**src/rtl/uart_link.sv**
```systemverilog
// rtl/uart_link.sv - UART transceiver with transmit/receive FIFOs and per-byte error flags

module uart_link_fifo #(
    parameter int WIDTH      = 8,
    parameter int DEPTH_LOG2 = 4
) (
    input  logic                  clk,
    input  logic                  resetn,
    input  logic                  push,
    input  logic [WIDTH-1:0]      push_data,
    input  logic                  pop,
    output logic [WIDTH-1:0]      head,
    output logic                  full,
    output logic                  empty,
    output logic [DEPTH_LOG2:0]   count
);
    localparam int DEPTH = 1 << DEPTH_LOG2;
    localparam logic [DEPTH_LOG2:0] FULL_COUNT = {1'b1, {DEPTH_LOG2{1'b0}}};

    logic [WIDTH-1:0]      mem [DEPTH];
    logic [DEPTH_LOG2-1:0] rd_ptr;
    logic [DEPTH_LOG2-1:0] wr_ptr;
    logic                  do_pop;
    logic                  do_push;

    assign empty   = (count == '0);
    assign full    = (count == FULL_COUNT);
    assign do_pop  = pop && !empty;
    // A pop in the same cycle frees the slot, so a full FIFO still accepts the push.
    assign do_push = push && (!full || do_pop);
    assign head    = mem[rd_ptr];

    // Storage write; contents are only observable through count, so no reset.
    always_ff @(posedge clk) begin
        if (do_push) begin
            mem[wr_ptr] <= push_data;
        end
    end

    // Pointer and occupancy bookkeeping.
    always_ff @(posedge clk) begin
        if (!resetn) begin
            rd_ptr <= '0;
            wr_ptr <= '0;
            count  <= '0;
        end else begin
            if (do_push) begin
                wr_ptr <= wr_ptr + 1'b1;
            end
            if (do_pop) begin
                rd_ptr <= rd_ptr + 1'b1;
            end
            case ({do_push, do_pop})
                2'b10:   count <= count + 1'b1;
                2'b01:   count <= count - 1'b1;
                default: count <= count;
            endcase
        end
    end
endmodule

module uart_link #(
    parameter int DATA_BITS       = 8,
    parameter int PARITY          = 0,
    parameter int STOP_BITS       = 1,
    parameter int FIFO_DEPTH_LOG2 = 4
) (
    input  logic                       clk,
    input  logic                       reset,
    input  logic                       uart_rx,
    output logic                       uart_tx,
    input  logic [15:0]                baud_div,
    input  logic [DATA_BITS-1:0]       tx_data,
    input  logic                       tx_valid,
    output logic                       tx_ready,
    output logic [DATA_BITS-1:0]       rx_data,
    output logic                       rx_valid,
    input  logic                       rx_ready,
    output logic                       rx_err_frame,
    output logic                       rx_err_parity,
    output logic                       rx_overrun,
    input  logic                       overrun_clear,
    output logic [FIFO_DEPTH_LOG2:0]   tx_count,
    output logic [FIFO_DEPTH_LOG2:0]   rx_count
);
    localparam logic HAS_PARITY = (PARITY != 0);
    localparam logic PAR_ODD    = (PARITY == 2);

    localparam logic [2:0] TX_IDLE   = 3'd0;
    localparam logic [2:0] TX_START  = 3'd1;
    localparam logic [2:0] TX_DATA   = 3'd2;
    localparam logic [2:0] TX_PARITY = 3'd3;
    localparam logic [2:0] TX_STOP   = 3'd4;

    localparam logic [2:0] RX_IDLE   = 3'd0;
    localparam logic [2:0] RX_START  = 3'd1;
    localparam logic [2:0] RX_DATA   = 3'd2;
    localparam logic [2:0] RX_PARITY = 3'd3;
    localparam logic [2:0] RX_STOP   = 3'd4;

    localparam logic [2:0] LAST_DATA_BIT = 3'(DATA_BITS - 1);
    localparam logic [2:0] LAST_STOP_BIT = 3'(STOP_BITS - 1);

    logic [15:0] baud_eff;
    assign baud_eff = (baud_div < 16'd2) ? 16'd2 : baud_div;

    // ---------------- transmit path ----------------
    logic [DATA_BITS-1:0] tx_head;
    logic                 tx_full;
    logic                 tx_empty;
    logic                 tx_pop;
    logic [2:0]           tx_state;
    logic [15:0]          tx_cnt;
    logic [15:0]          tx_baud;
    logic [DATA_BITS-1:0] tx_shift;
    logic                 tx_par;
    logic [2:0]           tx_bit;
    logic                 tx_line;
    logic                 tx_bit_end;
    logic                 tx_frame_end;

    assign tx_ready = !tx_full;
    assign uart_tx  = tx_line;

    uart_link_fifo #(.WIDTH(DATA_BITS), .DEPTH_LOG2(FIFO_DEPTH_LOG2)) u_tx_fifo (
        .clk       (clk),
        .resetn    (reset),
        .push      (tx_valid && !tx_full),
        .push_data (tx_data),
        .pop       (tx_pop),
        .head      (tx_head),
        .full      (tx_full),
        .empty     (tx_empty),
        .count     (tx_count)
    );

    assign tx_bit_end   = (tx_cnt == tx_baud - 16'd1);
    assign tx_frame_end = (tx_state == TX_STOP) && tx_bit_end && (tx_bit == LAST_STOP_BIT);
    // Loading the next byte on the last stop cycle gives back-to-back frames with no gap.
    assign tx_pop       = !tx_empty && ((tx_state == TX_IDLE) || tx_frame_end);

    // Transmit FSM: one bit per baud period, line driven from a register.
    always_ff @(posedge clk) begin
        if (!reset) begin
            tx_state <= TX_IDLE;
            tx_cnt   <= '0;
            tx_baud  <= 16'd2;
            tx_shift <= '0;
            tx_par   <= 1'b0;
            tx_bit   <= '0;
            tx_line  <= 1'b1;
        end else if (tx_pop) begin
            tx_state <= TX_START;
            tx_cnt   <= '0;
            tx_baud  <= baud_eff;
            tx_shift <= tx_head;
            tx_par   <= (^tx_head) ^ PAR_ODD;
            tx_bit   <= '0;
            tx_line  <= 1'b0;
        end else if (tx_state != TX_IDLE) begin
            if (!tx_bit_end) begin
                tx_cnt <= tx_cnt + 16'd1;
            end else begin
                tx_cnt <= '0;
                case (tx_state)
                    TX_START: begin
                        tx_state <= TX_DATA;
                        tx_bit   <= '0;
                        tx_line  <= tx_shift[0];
                    end
                    TX_DATA: begin
                        if (tx_bit == LAST_DATA_BIT) begin
                            tx_bit <= '0;
                            if (HAS_PARITY) begin
                                tx_state <= TX_PARITY;
                                tx_line  <= tx_par;
                            end else begin
                                tx_state <= TX_STOP;
                                tx_line  <= 1'b1;
                            end
                        end else begin
                            tx_bit   <= tx_bit + 3'd1;
                            tx_line  <= tx_shift[1];
                            tx_shift <= tx_shift >> 1;
                        end
                    end
                    TX_PARITY: begin
                        tx_state <= TX_STOP;
                        tx_bit   <= '0;
                        tx_line  <= 1'b1;
                    end
                    TX_STOP: begin
                        if (tx_bit == LAST_STOP_BIT) begin
                            tx_state <= TX_IDLE;
                        end else begin
                            tx_bit <= tx_bit + 3'd1;
                        end
                    end
                    default: begin
                        tx_state <= TX_IDLE;
                        tx_line  <= 1'b1;
                    end
                endcase
            end
        end
    end

    // ---------------- receive path ----------------
    logic                 rx_s1;
    logic                 rx_s2;
    logic                 rx_prev;
    logic [2:0]           rx_state;
    logic [15:0]          rx_cnt;
    logic [15:0]          rx_baud;
    logic [DATA_BITS-1:0] rx_shift;
    logic [2:0]           rx_bit;
    logic                 rx_perr;
    logic                 rx_sample;
    logic                 rx_push;
    logic                 rx_full;
    logic                 rx_empty;
    logic [DATA_BITS+1:0] rx_head;

    // Two-flop synchroniser plus one more stage for falling-edge detection; idle-high reset.
    always_ff @(posedge clk) begin
        if (!reset) begin
            rx_s1   <= 1'b1;
            rx_s2   <= 1'b1;
            rx_prev <= 1'b1;
        end else begin
            rx_s1   <= uart_rx;
            rx_s2   <= rx_s1;
            rx_prev <= rx_s2;
        end
    end

    // The start check lands half a bit in; every later sample is one full bit after the last.
    assign rx_sample = (rx_state == RX_START) ? (rx_cnt == (rx_baud >> 1)) : (rx_cnt == rx_baud);
    assign rx_push   = (rx_state == RX_STOP) && rx_sample;

    // Receive FSM. A falling edge needs a high sample before it, so after a framing
    // error with the line still low no new frame starts until the line has gone high.
    always_ff @(posedge clk) begin
        if (!reset) begin
            rx_state <= RX_IDLE;
            rx_cnt   <= '0;
            rx_baud  <= 16'd2;
            rx_shift <= '0;
            rx_bit   <= '0;
            rx_perr  <= 1'b0;
        end else if (rx_state == RX_IDLE) begin
            if (rx_prev && !rx_s2) begin
                rx_state <= RX_START;
                rx_cnt   <= 16'd1;
                rx_baud  <= baud_eff;
                rx_bit   <= '0;
                rx_perr  <= 1'b0;
            end
        end else begin
            rx_cnt <= rx_sample ? 16'd1 : rx_cnt + 16'd1;
            if (rx_sample) begin
                case (rx_state)
                    RX_START: begin
                        rx_state <= rx_s2 ? RX_IDLE : RX_DATA;
                    end
                    RX_DATA: begin
                        rx_shift <= {rx_s2, rx_shift[DATA_BITS-1:1]};
                        if (rx_bit == LAST_DATA_BIT) begin
                            rx_bit   <= '0;
                            rx_state <= HAS_PARITY ? RX_PARITY : RX_STOP;
                        end else begin
                            rx_bit <= rx_bit + 3'd1;
                        end
                    end
                    RX_PARITY: begin
                        rx_perr  <= rx_s2 ^ (^rx_shift) ^ PAR_ODD;
                        rx_state <= RX_STOP;
                    end
                    default: begin
                        rx_state <= RX_IDLE;
                    end
                endcase
            end
        end
    end

    uart_link_fifo #(.WIDTH(DATA_BITS + 2), .DEPTH_LOG2(FIFO_DEPTH_LOG2)) u_rx_fifo (
        .clk       (clk),
        .resetn    (reset),
        .push      (rx_push),
        .push_data ({!rx_s2, rx_perr, rx_shift}),
        .pop       (rx_ready),
        .head      (rx_head),
        .full      (rx_full),
        .empty     (rx_empty),
        .count     (rx_count)
    );

    assign rx_valid      = !rx_empty;
    assign rx_data       = rx_valid ? rx_head[DATA_BITS-1:0] : '0;
    assign rx_err_parity = rx_valid && rx_head[DATA_BITS];
    assign rx_err_frame  = rx_valid && rx_head[DATA_BITS+1];

    // Sticky overrun: a byte lost to a full FIFO with no pop that cycle; set beats clear.
    always_ff @(posedge clk) begin
        if (!reset) begin
            rx_overrun <= 1'b0;
        end else if (rx_push && rx_full && !rx_ready) begin
            rx_overrun <= 1'b1;
        end else if (overrun_clear) begin
            rx_overrun <= 1'b0;
        end
    end
endmodule

```
**config.mk**
```make
export PLATFORM = sky130hd
export DESIGN_NAME = uart_link
export DESIGN_NICKNAME = d
export VERILOG_FILES = /design/src/rtl/uart_link.sv
export SDC_FILE = /design/constraint.sdc
export NUM_CORES = 1
export LEC_CHECK = 0
export CORE_MARGIN = 1
export CORE_UTILIZATION = 50
export DETAILED_ROUTE_END_ITERATION = 12
export HOLD_SLACK_MARGIN = 0.02
export PLACE_DENSITY = 0.68
export SYNTH_ARGS = -nofsm -noshare
export SYNTH_HDL_FRONTEND = slang
export SYNTH_SLANG_ARGS = --single-unit
```
**constraint.sdc**
```tcl
create_clock -name clk -period 8.1 [get_ports clk]
set_clock_uncertainty 0.1 [all_clocks]
set_input_delay 1.215 -clock clk [delete_from_list [all_inputs] [get_ports clk]]
set_output_delay 1.215 -clock clk [all_outputs]
set_load 0.05 [all_outputs]
```
==> metrics.yaml <==
route:
  firstDrtPassIters: 5
  drc: 0
  drtAntennaViolNets: 0
  routed_via_density: 5.74
  via_count: 10600
  first_iter_violations: 829
  wirelength_um: 35900
  wl_per_cell_um: 19.4
floorplan:
  dieWidth_um: 192
  io_pins: 54
  die_area_sq_um: 36800
  core-area_sq_um: 35500
  rows: 69
  start_util: 0.507
  die-height_um: 192
power_and_ir_drop:
  irDropWorstVdd_uv: 422
  pwr_density_cell_nw_per_um2: 321
  leakage_nw: 6.64
yosys:
  synth_flop_cell: "edfxtp_1"
  synth.area.top_cells: "edfxtp_1 (48%), dfxtp_1 (15%), mux4_2 (10%), nand2_1 (2.2%), xnor2_1 (2.2%)"
  syn_nets: 1384
  syn_area_sq_um: 18000
  synthArstFlopShare: 0
  yosys_warnings: 0
  synth-seq-area-share: 0.627
  postSynthCellCount: 1327
  ys_types: 69
  ys_seq_elements: 420
  synth_top_cell_area_share: 0.480
  syn_area_per_cell_sq_um: 13.6
  synth_top_area_cell: "edfxtp_1"
  synth-edff-count: 288
clocking:
  clockBufferDepth: 3
  cts_tree: "done"
  root_buffer: "clkbuf_16"
  clkLatencyLatePin_ns: 0.55
  cts_resized: 0
  cts_sinks: 420
  clk_pin_slew_worst_paths_ns: 0.06
  h-tree-depth: 2
  post_cts_buffers: 0
  cts_hold_buf: 0
  cts_made_buffers: 43
sta:
  setup_ws_ns: 3.29
  rsz0062_at_grt: "no"
  fmax_mhz: 208
  worstMarginPinSlew_ns: 1.04
  min_period_ns: 4.81
  finalSetupViolations: 0
  tns_ns: 0
  finalHoldViolCount: 0
  period_share: 0.594
  slew_headroom: 0.304
  slew_viol_final: 0
critical_path:
  crit_arrival_ns: 3.49
  cp-end-kind: "output port"
  crit_path_max_incr_delay_ns: 0.73
  crit_top_cell: "mux4_2"
  critPathMaxFanout: 40
  worstSetupPathType: "reg -> out"
  startpoint_type: "register"
  crit_chain: "buf_4 > mux4_2 > mux4_2 > nor2b_1 > clkdlybuf4s50_1"
  crit_buf_inv: 2
  crit_family: "buffers and inverters"
  cp_slowest_cell: "clkdlybuf4s50_1"
  cp.required_ns: 6.78
global_route:
  grt.total_usage: 0.202
  gr-total-overflow: 0
  grt_pass1_vias: 10500
  grt_pass1_wl_um: 57600
  antenna_found_initial: 0
  grt_max_degree: 58
layout:
  antennaDiodeCount: 0
  layout_common_cells: "edfxtp_1 (288), dfxtp_1 (129), nand2_1 (106)"
  fin_cells: 1853
  fillCellCount: 2798
  drive_above_1_share: 0.127
  syn2layout_area_growth_pct: 12.9
  final_cell_area_sq_um: 20300
  fin_nets: 1416
  mostFrequentLayoutCell: "edfxtp_1"
min_path:
  min_path_type: "reg -> reg"
status:
  status: "finished, final reports clean"
placement:
  placed_cells: 1775
  placed_cell_area_sq_um: 18900
  globalplace.congestion: 0.858
  io_buffer_count: 53
  dp_slack_ns: 3.60
  hpwl_um: 23400
run:
  maxCapViolations: 0
==> routing by layer <==
metal  vias to the layer above  share of wire  GRT usage
met5                         -              0          0
met4                         0          0.025     0.0632
met3                        60          0.044     0.0301
met2                       256           0.47      0.326
met1                      5284           0.46      0.281
li1                       5039              -          -
==> layout make-up <==
type | count | area (sq um) | area share
sequential | 420 | 11300 | 0.556
multi-input combinational | 793 | 6300 | 0.310
clock buffer | 66 | 1270 | 0.0624
timing repair buffer | 64 | 608 | 0.0299
tap | 461 | 577 | 0.0284
clock inverter | 12 | 144 | 0.00708
inverter | 37 | 139 | 0.00683
==> cell families (layout without fill, tap and decap cells) <==
kind of cell / after synthesis / after routing / share of synthesized area
adders and majority gates: 27 / 27 / 0.0196
xor gates and xnor gates: 79 / 79 / 0.0384
muxes: 121 / 121 / 0.125
and+or+nand+nor: 388 / 388 / 0.104
DFF: 420 / 420 / 0.627
buffers and inverters: 114 / 179 / 0.0245
AOI/OAI and AO/OA: 178 / 178 / 0.0615
==> worst register-to-register path, stage by stage (launching register included) <==
cell     delay (ns)
dfxtp_1        0.33
or4_1          0.65
or4_4          0.48
or4_1          0.50
a21oi_2        0.20
nand2_2        0.14
o41ai_4        0.41
ha_1           0.30
inv_1          0.11
fa_1           0.41
inv_1          0.07
a21o_1         0.11
a21oi_1        0.08
xnor2_1        0.14
or3_1          0.31
a21oi_1        0.14
==> cell usage after synthesis (all sizes together), types with 4 or more instances <==
| cell | count |
|---|---|
| a211oi | 5 |
| a21o | 7 |
| a21oi | 60 |
| a22oi | 7 |
| and3 | 5 |
| buf | 20 |
| clkbuf | 57 |
| dfxtp | 132 |
| edfxtp | 288 |
| ha | 25 |
| inv | 37 |
| mux2i | 36 |
| mux4 | 83 |
| nand2 | 107 |
| nand2b | 13 |
| nand3 | 48 |
| nand4 | 14 |
| nor2 | 95 |
| nor2b | 18 |
| nor3 | 35 |
| nor3b | 4 |
| nor4 | 15 |
| o211ai | 4 |
| o21a | 11 |
| o21ai | 50 |
| o22ai | 5 |
| or2 | 4 |
| or3 | 11 |
| or4 | 9 |
| xnor2 | 45 |
| xor2 | 34 |
==> sequential cells by signal, summed over array words and instances, names as in the netlist, 3 cells and up, named ones only <==
| register | flops |
|---|---|
| u_rx_fifo.mem | 160 |
| u_tx_fifo.mem | 128 |
| rx_baud | 16 |
| rx_cnt | 16 |
| tx_baud | 16 |
| tx_cnt | 16 |
| rx_shift | 8 |
| tx_shift | 8 |
| u_rx_fifo.count | 5 |
| u_tx_fifo.count | 5 |
| u_rx_fifo.rd_ptr | 4 |
| u_rx_fifo.wr_ptr | 4 |
| u_tx_fifo.rd_ptr | 4 |
| u_tx_fifo.wr_ptr | 4 |
| rx_bit | 3 |
| rx_state | 3 |
| tx_bit | 3 |
| tx_state | 3 |
==> report_power, final <==
part,internal (W),leakage [nW],switching (W),total (W)
sequential,0.00242,3.69,0.000149,0.00256
clock,0.00118,0.691,0.000794,0.00197
combinational,0.000794,2.26,0.00119,0.00199
total,0.00439,6.64,0.00213,0.00652
==> worst paths after layout <==
path | from | endpoint | slack, ns | cells past startpoint
worst min register to register | rx_s1 | rx_s2 | 0.33 | 1
worst max register to register | tx_baud[9] | u_tx_fifo.count[4] | 3.54 | 15
worst max-delay path | register | rx_data[5] | 3.29 | 5
worst min-delay path | rx_s1 | rx_s2 | 0.33 | 1
==> per-stage QoR <==
step	utilization	hold slack [ns]	power, W
after floorplan	-	0.286	0.00409
after global placement	0.533	0.327	0.00456
after detailed placement	0.533	0.321	0.00460
after CTS	0.573	0.335	0.00657
after global routing	0.573	0.348	0.00684
final	0.573	0.332	0.00652
Power figures use the tool's default switching activity.
